**src/rtl/fetch_decode_stage.sv**
```systemverilog
// rtl/fetch_decode_stage.sv - instruction fetch stage with fetch/decode pipeline register
module fetch_decode_stage #(
   parameter logic [31:0] RESET_PC  = 32'h0000_0000,
   parameter logic [31:0] NOP_INSTR = 32'h0000_0013
) (
   input  logic        clk_i,
   input  logic        rst_n_i,
   input  logic        stall_i,
   input  logic        flush_i,
   input  logic [31:0] redirect_pc_i,
   output logic [31:0] imem_addr_o,
   output logic        imem_en_o,
   input  logic [31:0] imem_rdata_i,
   output logic [31:0] fd_pc_o,
   output logic [31:0] fd_pc_plus4_o,
   output logic [31:0] fd_instr_o,
   output logic        fd_valid_o,
   output logic        fd_misalign_o
);

   // pc_q is the PC whose instruction is on imem_rdata_i this cycle
   logic [31:0] pc_q;
   logic        rd_valid_q;
   logic [31:0] next_pc;
   logic [31:0] fd_pc_q;
   logic [31:0] fd_instr_q;
   logic        fd_valid_q;
   logic        fd_misalign_q;

   // Next fetch address: redirect first, then the boot refetch, then stall hold, else sequential
   always_comb begin
      next_pc = pc_q + 32'd4;
      if (flush_i) begin
         next_pc = redirect_pc_i;
      end else if (!rd_valid_q) begin
         next_pc = pc_q;
      end else if (stall_i) begin
         next_pc = pc_q;
      end
   end

   // Memory is word addressed; an unaligned PC still fetches its containing word
   assign imem_addr_o = {next_pc[31:2], 2'b00};
   // Memory must keep its output only while a real stall holds the stage
   assign imem_en_o   = flush_i | !rd_valid_q | !stall_i;

   // PC register; the memory output becomes meaningful after the first edge
   always_ff @(posedge clk_i or negedge rst_n_i) begin
      if (!rst_n_i) begin
         pc_q       <= RESET_PC;
         rd_valid_q <= 1'b0;
      end else begin
         pc_q       <= next_pc;
         rd_valid_q <= 1'b1;
      end
   end

   // Fetch/decode register: flush beats stall, stall freezes, then bubble / fault / real instruction
   always_ff @(posedge clk_i or negedge rst_n_i) begin
      if (!rst_n_i) begin
         fd_pc_q       <= RESET_PC;
         fd_instr_q    <= NOP_INSTR;
         fd_valid_q    <= 1'b0;
         fd_misalign_q <= 1'b0;
      end else if (flush_i) begin
         fd_instr_q    <= NOP_INSTR;
         fd_valid_q    <= 1'b0;
         fd_misalign_q <= 1'b0;
      end else if (stall_i) begin
         fd_pc_q       <= fd_pc_q;
      end else if (!rd_valid_q) begin
         fd_instr_q    <= NOP_INSTR;
         fd_valid_q    <= 1'b0;
         fd_misalign_q <= 1'b0;
      end else if (pc_q[1:0] != 2'b00) begin
         fd_pc_q       <= pc_q;
         fd_instr_q    <= NOP_INSTR;
         fd_valid_q    <= 1'b1;
         fd_misalign_q <= 1'b1;
      end else begin
         fd_pc_q       <= pc_q;
         fd_instr_q    <= imem_rdata_i;
         fd_valid_q    <= 1'b1;
         fd_misalign_q <= 1'b0;
      end
   end

   assign fd_pc_o       = fd_pc_q;
   assign fd_pc_plus4_o = fd_pc_q + 32'd4;
   assign fd_instr_o    = fd_instr_q;
   assign fd_valid_o    = fd_valid_q;
   assign fd_misalign_o = fd_misalign_q;

endmodule

```
**config.mk**
```make
export PLATFORM = sky130hd
export DESIGN_NAME = fetch_decode_stage
export DESIGN_NICKNAME = d
export VERILOG_FILES = /design/src/rtl/fetch_decode_stage.sv
export SDC_FILE = /design/constraint.sdc
export NUM_CORES = 1
export LEC_CHECK = 0
export ABC_AREA = 1
export CAP_MARGIN = 20
export CORE_MARGIN = 1
export CORE_UTILIZATION = 40
export CTS_BUF_LIST = sky130_fd_sc_hd__clkbuf_2
export DETAILED_ROUTE_END_ITERATION = 6
export PLACE_DENSITY = 0.73
export SLEW_MARGIN = 10
export SYNTH_ARGS = -nofsm -noshare
export SYNTH_HDL_FRONTEND = slang
export SYNTH_SLANG_ARGS = --single-unit
```
**constraint.sdc**
```tcl
create_clock -name clk_i -period 1.85 [get_ports clk_i]
set_input_delay 0.37 -clock clk_i [delete_from_list [all_inputs] [get_ports clk_i]]
set_output_delay 0.37 -clock clk_i [all_outputs]
set_load 0.1 [all_outputs]
```
==> results of run 1 <==
[where the power goes]
group | internal (uW) | switching [uW] | total [uW]
sequential | 2440 | 318 | 2760
combinational | 2390 | 4040 | 6430
clock | 171 | 748 | 920
total | 5000 | 5110 | 10100
[cell usage in the layout (no fill, tap or decap), types with 5 or more instances in the layout]
| cell type | synthesis | final |
|---|---|---|
| buf_12 | 0 | 136 |
| nand3_1 | 50 | 26 |
| dfrtp_4 | 0 | 22 |
| nand2_1 | 180 | 127 |
| clkdlybuf4s50_1 | 0 | 65 |
| xor2_1 | 31 | 5 |
| nor2_4 | 5 | 30 |
| nand2_2 | 3 | 33 |
| nand4_1 | 12 | 12 |
| nand3_4 | 2 | 9 |
| inv_1 | 62 | 50 |
| buf_4 | 35 | 126 |
| dfrtp_2 | 0 | 6 |
| dfrtp_1 | 96 | 68 |
| nand2_4 | 1 | 23 |
| nor2_2 | 7 | 8 |
| nand3_2 | 4 | 21 |
| nor3_4 | 0 | 9 |
| inv_4 | 0 | 6 |
| inv_2 | 2 | 6 |
| o21ai_0 | 41 | 30 |
| nor3_1 | 15 | 5 |
| xor2_4 | 0 | 26 |
| buf_6 | 0 | 56 |
| clkbuf_2 | 0 | 10 |
| a32o_1 | 29 | 29 |
| o21ai_1 | 1 | 8 |
| nor2_1 | 45 | 19 |
[sequential cells by signal (all words and copies together), names as in the netlist]
signal,count
pc_q,32
fd_misalign_o,1
fd_pc_o,32
rd_valid_q,1
fd_instr_o,32
fd_valid_o,1
[through the flow]
stage	instance area [um2]	setup TNS [ns]	std cells	power [uW]	hold WS, ns
2_1_floorplan	6230	-13.54	674	6140	0.0744
4_1_cts	11300	-40.10	1181	9670	0.238
6_report	11900	-46.33	1198	10100	0.232
3_5_place_dp	10500	-19.93	1137	8560	0.337
5_1_grt	11900	-52.62	1198	10400	0.228
3_3_place_gp	10500	-15.43	1137	8460	0.327
[what timing repair did]
item | CTS | global route
pin swaps | 55 | 81
gates resized for setup | 153 | 112
buffers inserted | 30 | 35
endpoints found under the hold margin | 27 | 0
hold buffers | 1 | 0
endpoints found under the setup margin | 64 | 79
[final timing paths]
| kind | slack (ns) | endpoint | from |
|---|---|---|---|
| max | -1.03 | fd_pc_plus4_o[30] | fd_pc_o[10] |
| min | 0.23 | pc_q[30] | rst_n_i |
| max reg2reg | 0.06 | pc_q[16] | pc_q[3] |
| min reg2reg | 0.55 | fd_instr_o[4] | fd_instr_o[4] |
| max in group asynchronous | 0.99 | fd_instr_o[0] | rst_n_i |
| min in group clk_i | 0.32 | pc_q[1] | redirect_pc_i[1] |
[routing by layer]
metal	part of all wire [%]	vias up	GRT usage (%)	wire [um]
met5	0	-	0	0
met4	4.9	0	10.9	1300
met3	8.4	92	6.99	2250
met2	52	404	59.7	13900
met1	35	3352	38.6	9350
li1	-	2845	-	-
[final cells by class]
type	count	area share [%]
Clock buffer	10	0.421
Clock inverter	5	0.253
Inverter	64	2.21
Multi-Input combinational cell	455	31.3
Sequential cell	99	21.6
Tap cell	176	1.85
Timing Repair Buffer	389	42.3
[cell families (layout without fill, tap and decap cells)]
family	Yosys count	in the layout	share of synthesized area, %
AO/OA/AOI/OAI	82	82	10.3
AND/OR/NAND/NOR	334	334	28.0
flip-flops	99	99	45.0
adder cells (fa/ha/maj)	2	2	0.454
buffers and inverters	120	468	10.7
XOR/XNOR	34	34	5.41
other	2	3	0.136
[worst max-delay path, stage by stage (launching register included)]
cell and delay [ns]:
dfrtp_4 0.53, nand2_4 0.06, nor3_4 0.22, buf_6 0.14, nand2_4 0.06, nor2_4 0.19
nand3b_1 0.22, xor2_4 0.26, buf_12 0.19
==> results.json, run 1 <==
{
  "worstPathMaxFanout": 3,
  "yosysTopAreaCell": "dfrtp_1",
  "synth.cells.most_frequent": "nand2_1, dfrtp_1, inv_1",
  "async_flop_share_pct": 100,
  "root_buffer": "clkbuf_2",
  "cts_tree": "done",
  "post-route-util_pct": 89.1,
  "status": "finished, violations left",
  "setup_viol": 70,
  "grt_max_degree": 48,
  "syn_to_final_growth_pct": 116,
  "grt_pass1_wl_mm": 36.4,
  "globalplace.congestion": 0.898,
  "totalWireLength_mm": 26.8,
  "fin_skew_ns": 0.0625,
  "hold_violations": 0,
  "row_count": 42,
  "start_util_pct": 41.3,
  "drcViolationCount": 0,
  "setup_ws_ns": -1.03,
  "drt_iter0_drc": 529,
  "violations": "setup timing",
  "ys_seq_area_share_pct": 45.0,
  "die_w_um": 119,
  "clk_pin_slew_ns": 0.32,
  "multi_input_area_um2": 3730,
  "synth-edff-count": 0,
  "nets": 1088,
  "leakage_uw": 0.00530,
  "nFillCells": 573,
  "dpl.hpwl_mm": 16.5,
  "synth-seq-cells": 99,
  "synth_top_cell_area_share_pct": 43.6,
  "clock_sinks": 99,
  "ff_latch_area_um2": 2570,
  "rsz0062_at_grt": "yes",
  "first_pass_iters": 5,
  "yosysMostFrequentCell": "nand2_1",
  "insertion_delay_ns": 0.62,
  "finalCritPeriodShare_pct": 156,
  "cts_max_level": 3,
  "power_density_nw_per_um2": 850,
  "ios": 199,
  "antennaDiodeCount": 0,
  "clock.fmax_mhz": 347,
  "cp_data_required_time_ns": 1.48,
  "syn_inst": 673,
  "cts_buffer_depth": 2,
  "vias_per_cell": 5.59,
  "end_kind": "output pin",
  "arrival_ns": 2.51,
  "drive_above_1_share_pct": 54.8,
  "core_um2": 13300,
  "portBuffers": 196,
  "vias": 6693,
  "mappedNetlistArea_um2": 5510,
  "peakVddDrop_mv": 0.587,
  "synth_cell_types": 36,
  "hold_path.class": "in -> async",
  "startpoint_type": "register",
  "yosysWarnings": 0,
  "ys_top_cells_by_area": "dfrtp_1, nand2_1, a32o_1",
  "die_h_um": 119,
  "period_minus_slack_ns": 2.88,
  "place_ws_ns": -0.641,
  "gr-usage-all-layers_pct": 33.0,
  "syn_avg_cell_area_um2": 8.19,
  "maxSlewViolCount": 0,
  "wl_per_cell_um": 22.4,
  "ys.flop_type": "dfrtp_1",
  "antenna_left": 0,
  "critPathKind": "reg -> out",
  "cts_made_buffers": 9,
  "grt_overflow_total": 0,
  "dieArea_um2": 14200,
  "first_global_vias": 6791,
  "antenna_found_initial": 0,
  "max_cap_viol_count": 0,
  "worstRegToRegCells": 10
}
(Power assumes the default switching activity.)
==> run 2: changes to the inputs <==
--- a/config.mk
+++ b/config.mk
@@ -11,7 +11,7 @@
 export CORE_UTILIZATION = 40
 export CTS_BUF_LIST = sky130_fd_sc_hd__clkbuf_2
 export DETAILED_ROUTE_END_ITERATION = 6
-export PLACE_DENSITY = 0.73
+export DONT_BUFFER_PORTS = 1
 export SLEW_MARGIN = 10
 export SYNTH_ARGS = -nofsm -noshare
 export SYNTH_HDL_FRONTEND = slang
==> constraint.sdc (replaced) <==
create_clock -name clk_i -period 3.4 [get_ports clk_i]
set_input_delay 0.68 -clock clk_i [delete_from_list [all_inputs] [get_ports clk_i]]
set_output_delay 0.68 -clock clk_i [all_outputs]
set_load 0.1 [all_outputs]
==> results.json, run 2 (synthesized netlist as in run 1, its figures left out) <==
{
  "status": "finished clean",
  "totalWireLength_mm": 15.4,
  "design_area_um2": 6910,
  "nets": 798,
  "worstPathMaxFanout": 4,
  "max_cap_viol_count": 0,
  "grt_pass1_wl_mm": 25.0,
  "row_count": 42,
  "start_util_pct": 41.3,
  "period_minus_slack_ns": 3.17,
  "vias_per_cell": 5.21,
  "slew_headroom_pct": 34.4,
  "globalplace.congestion": 0.918,
  "startpoint_type": "register",
  "wl_per_cell_um": 17.0,
  "final_cell_mix": "nand2_1, dfrtp_1, buf_4, inv_1, nand3_1",
  "final_common_cell": "nand2_1",
  "top_layer": "met4",
  "seqPwrFrac_pct": 35.1,
  "syn_to_final_growth_pct": 25.4,
  "cts_buffer_depth": 2,
  "clock_sinks": 99,
  "grt_overflow_total": 0,
  "first_global_vias": 4829,
  "root_buffer": "clkbuf_2",
  "fin_hold_ws_ns": 0.171,
  "dieArea_um2": 14200,
  "intPower_uw": 2090,
  "portBuffers": 0,
  "clock_power_share_pct": 16.4,
  "place_area_um2": 6650,
  "cts_made_buffers": 9,
  "drt_iter0_drc": 481,
  "p_comb_share_pct": 48.5,
  "finalCritPeriodShare_pct": 93.2,
  "cts_max_level": 3,
  "dpl.hpwl_mm": 12.0,
  "antenna_found_initial": 0,
  "gr-usage-all-layers_pct": 22.3,
  "wl_met3_mm": 1.52,
  "setup_viol": 0,
  "r2r_slack_ns": 1.39,
  "end_kind": "output pin",
  "grt_max_degree": 100,
  "swShare_pct": 52.8,
  "die_w_um": 119,
  "leakage_uw": 0.00314,
  "drive_above_1_share_pct": 26.5,
  "antenna_left": 0,
  "ios": 199,
  "met2WireLength_mm": 7.04,
  "maxSlewViolCount": 0,
  "cp_data_required_time_ns": 2.72,
  "p_sw_uw": 2340,
  "critPathKind": "reg -> out",
  "tns_ns": 0,
  "fin_skew_ns": 0.0283,
  "die_h_um": 119,
  "drcViolationCount": 0,
  "clk_pin_slew_ns": 0.25,
  "vias": 4738,
  "wl_met1_mm": 6.62,
  "core_um2": 13300,
  "insertion_delay_ns": 0.57,
  "power_density_nw_per_um2": 642,
  "clock.fmax_mhz": 316,
  "peakVddDrop_mv": 0.247,
  "antennaDiodeCount": 0,
  "hold_path.class": "in -> reg",
  "cts_tree": "done",
  "hold_violations": 0,
  "arrival_ns": 2.49,
  "rsz0062_at_grt": "no",
  "worst_slew_pin_slew_ns": 0.983,
  "first_pass_iters": 5
}
==> run 2: cell count changes in the layout (fill, tap and decap cells not counted), sizes merged <==
cell	change
buf	-224
clkdlybuf4s50	-65
bufinv	+3
clkinvlp	-3
clkinv	-2
inv	+2
clkbuf	+1
dlygate4sd2	-1
==> run 2: worst paths after layout <==
kind / start / to / cells past startpoint
setup / recovery: fd_pc_o[10] / fd_pc_plus4_o[31] / 7
hold / removal: flush_i / pc_q[12] / 1
setup reg to reg: rd_valid_q / fd_pc_o[25] / 5
hold reg to reg: fd_pc_o[25] / fd_pc_o[25] / 2
max in group asynchronous: rst_n_i / fd_pc_o[2] / 2
min in group asynchronous: rst_n_i / fd_instr_o[21] / 2
==> run 2: layout make-up <==
type | count | area [um2]
repair buffers | 99 | 1030
multi-input cells | 455 | 2760
well taps | 176 | 220
clock buffers | 11 | 55.1
clock inverters | 5 | 110
flip-flops and latches | 99 | 2490
fillers | 1289 | 6440
inverters | 64 | 240
==> run 2: per-layer routing <==
metal	GRT usage (%)	vias up
met3	6.99	28
met4	6.95	0
li1	-	2266
met5	0	-
met2	35.3	224
met1	29.1	2220
==> run 2: repair_timing <==
item	4_1_cts	5_1_grt
endpoints found under the hold margin	99	0
endpoints found under the setup margin	0	7
buffers inserted	0	2
hold buffers	2	0
gates resized for setup	0	8
==> run 2: worst max-delay path, stage by stage (launching register included) <==
cell	delay (ns)
dfrtp_1	0.43
buf_6	0.25
nand2_1	0.14
nor2_1	0.24
nand3_1	0.18
nand3b_1	0.26
xor2_2	0.22
buf_12	0.20
==> run 2: power groups by stage <==
stage               Clock, uW  Combinational, uW  Sequential (uW)
global placement            0               2100             1570
floorplan                   0               1180             2010
detailed placement          0               2110             1570
finish                    727               2150             1560
CTS                       747               2140             1550
global route              789               2230             1580
==> run 2: through the flow <==
| stage | cells | util, % | total power [uW] | setup WS (ns) |
|---|---|---|---|---|
| after floorplan | 674 | - | 3200 | -0.382 |
| after global placement | 888 | 49.8 | 3670 | 0.673 |
| after detailed placement | 888 | 49.8 | 3680 | 0.583 |
| after CTS | 906 | 51.3 | 4440 | 0.100 |
| after global routing | 909 | 51.7 | 4600 | 0.0139 |
| final | 909 | 51.7 | 4440 | 0.231 |
==> run 3: changes to the inputs <==
--- a/config.mk
+++ b/config.mk
@@ -10,8 +10,10 @@
 export CORE_MARGIN = 1
 export CORE_UTILIZATION = 40
 export CTS_BUF_LIST = sky130_fd_sc_hd__clkbuf_2
+export CTS_CLUSTER_SIZE = 25
 export DETAILED_ROUTE_END_ITERATION = 6
 export DONT_BUFFER_PORTS = 1
+export MAX_ROUTING_LAYER = met4
 export SLEW_MARGIN = 10
 export SYNTH_ARGS = -nofsm -noshare
 export SYNTH_HDL_FRONTEND = slang
==> results.json, run 3 (synthesized netlist as in run 1, its figures left out) <==
{
  "final_common_cell": "nand2_1",
  "start_util_pct": 41.3,
  "cp_slowest_stage_delay_ns": 0.48,
  "root_buffer": "clkbuf_2",
  "grt_pass1_wl_mm": 24.6,
  "setup_viol": 0,
  "post-cts-setup-buffers": 0,
  "worstRegToRegCells": 10,
  "grt_overflow_total": 0,
  "clock.fmax_mhz": 312,
  "gr-usage-all-layers_pct": 22.8,
  "worstHoldPathCells": 1,
  "core_um2": 13300,
  "seqPwrFrac_pct": 37.3,
  "path_cells": "ha_1 > nand3_2 > inv_2 > nand3_4 > nor2_4 > nand2_4 > nor2_4 > nand2_1 > nand2_1 > nand2_1 > buf_12",
  "ff_latch_area_um2": 2490,
  "drt_iter0_drc": 413,
  "intPower_uw": 1850,
  "hold_violations": 0,
  "crit_top_cell": "nand2_1",
  "slowest_stage": "dfrtp_2",
  "vias": 4773,
  "dieArea_um2": 14200,
  "row_count": 42,
  "antenna_found_initial": 0,
  "power_uw": 4170,
  "cts_buffer_depth": 2,
  "wl_met1_mm": 6.53,
  "r2r_end": "pc_q[26]",
  "cts_made_buffers": 9,
  "clk_pin_slew_ns": 0.24,
  "peakVddDrop_mv": 0.207,
  "final_cell_count_no_fill": 907,
  "syn_to_final_growth_pct": 23.4,
  "worstReg2RegStart": "pc_q[3]",
  "first_global_vias": 4759,
  "arrival_ns": 2.53,
  "post-route-util_pct": 50.9,
  "p_comb_share_pct": 51.4,
  "worst_slew_pin_slew_ns": 0.993,
  "nFillCells": 1287,
  "first_pass_iters": 5,
  "worstPathMaxFanout": 4,
  "crit_end": "fd_pc_plus4_o[24]",
  "finalCritPeriodShare_pct": 94.3,
  "grt_max_degree": 100,
  "portBuffers": 0,
  "cts_max_level": 3,
  "ios": 199,
  "drive_above_1_share_pct": 25.6,
  "end_kind": "output pin",
  "startpoint_type": "register",
  "status": "finished clean",
  "critical_path_buf_inv_count": 2,
  "place_inst": 888,
  "cts_tree": "done",
  "period_minus_slack_ns": 3.21,
  "vias_per_cell": 5.26,
  "globalplace.congestion": 0.935,
  "drcViolationCount": 0,
  "cp_data_required_time_ns": 2.72,
  "clock_sinks": 99,
  "p_sw_uw": 2320,
  "worst-path-stages": 11,
  "dpl.hpwl_mm": 12.1,
  "critPathTopFamily": "simple AND/OR/NAND/NOR gates",
  "critPathKind": "reg -> out",
  "slew_headroom_pct": 33.8,
  "fin_skew_ns": 0.0204,
  "multi_input_area_um2": 2750,
  "die_h_um": 119,
  "met2WireLength_mm": 6.94,
  "clock_power_share_pct": 11.3,
  "nets": 796,
  "die_w_um": 119,
  "wl_per_cell_um": 16.8,
  "insertion_delay_ns": 0.58,
  "antenna_left": 0,
  "worstSetupStartpoint": "fd_pc_o[2]",
  "maxSlewViolCount": 0,
  "hold_path.class": "in -> reg",
  "max_cap_viol_count": 0,
  "totalWireLength_mm": 15.3,
  "leakage_uw": 0.00311,
  "final_cell_mix": "nand2_1, dfrtp_1, buf_4, inv_1, nand3_1",
  "antennaDiodeCount": 0,
  "swShare_pct": 55.6,
  "wl_met3_mm": 1.48,
  "r2r_slack_ns": 1.39,
  "power_density_nw_per_um2": 613,
  "top_layer": "met4"
}
## run 3: how the worst min path moves through the flow
stage | from | end | slack (ns)
detailed placement | rst_n_i | fd_instr_o[10] | 0.39
floorplan | rst_n_i | fd_instr_o[10] | 0.38
finish | flush_i | pc_q[8] | 0.17
CTS | flush_i | pc_q[12] | 0.13
global placement | rst_n_i | fd_instr_o[10] | 0.39
global route | flush_i | pc_q[6] | 0.11
## run 3: area by class of cell
cell class / instances / area share (%)
clock buffer: 10 / 0.736
clock inverter: 6 / 0.442
inverter: 64 / 3.53
multi-input combinational: 455 / 40.5
sequential: 99 / 36.6
tap: 176 / 3.24
timing repair buffer: 97 / 15.0
## run 3: power groups by stage
stage	Clock (uW)	Combinational, uW	Sequential (uW)
finish	471	2140	1560
global route	534	2220	1570
CTS	487	2140	1550
detailed placement	0	2110	1570
global placement	0	2100	1570
floorplan	0	1180	2010
## run 3: metal layers
metal  track usage (%)  up-vias
met4              7.27        0
met1              28.7     2233
met2              35.5      247
met5                 -        -
li1                  -     2257
met3              6.27       36
## run 3: what timing repair did
item / in CTS / in global routing
hold buffers: 2 / 0
gates resized for setup: 0 / 6
endpoints found under the setup margin: 0 / 6
endpoints found under the hold margin: 99 / 0
## run 3: stage by stage
stage	area [um2]	setup TNS (ns)	setup slack, ns	hold slack (ns)
floorplan	5730	-1.25	-0.382	0.384
global placement	6650	0	0.673	0.387
detailed placement	6650	0	0.557	0.386
CTS	6760	0	0.0886	0.132
global route	6800	-0.00394	-0.00394	0.109
finish	6800	0	0.194	0.172
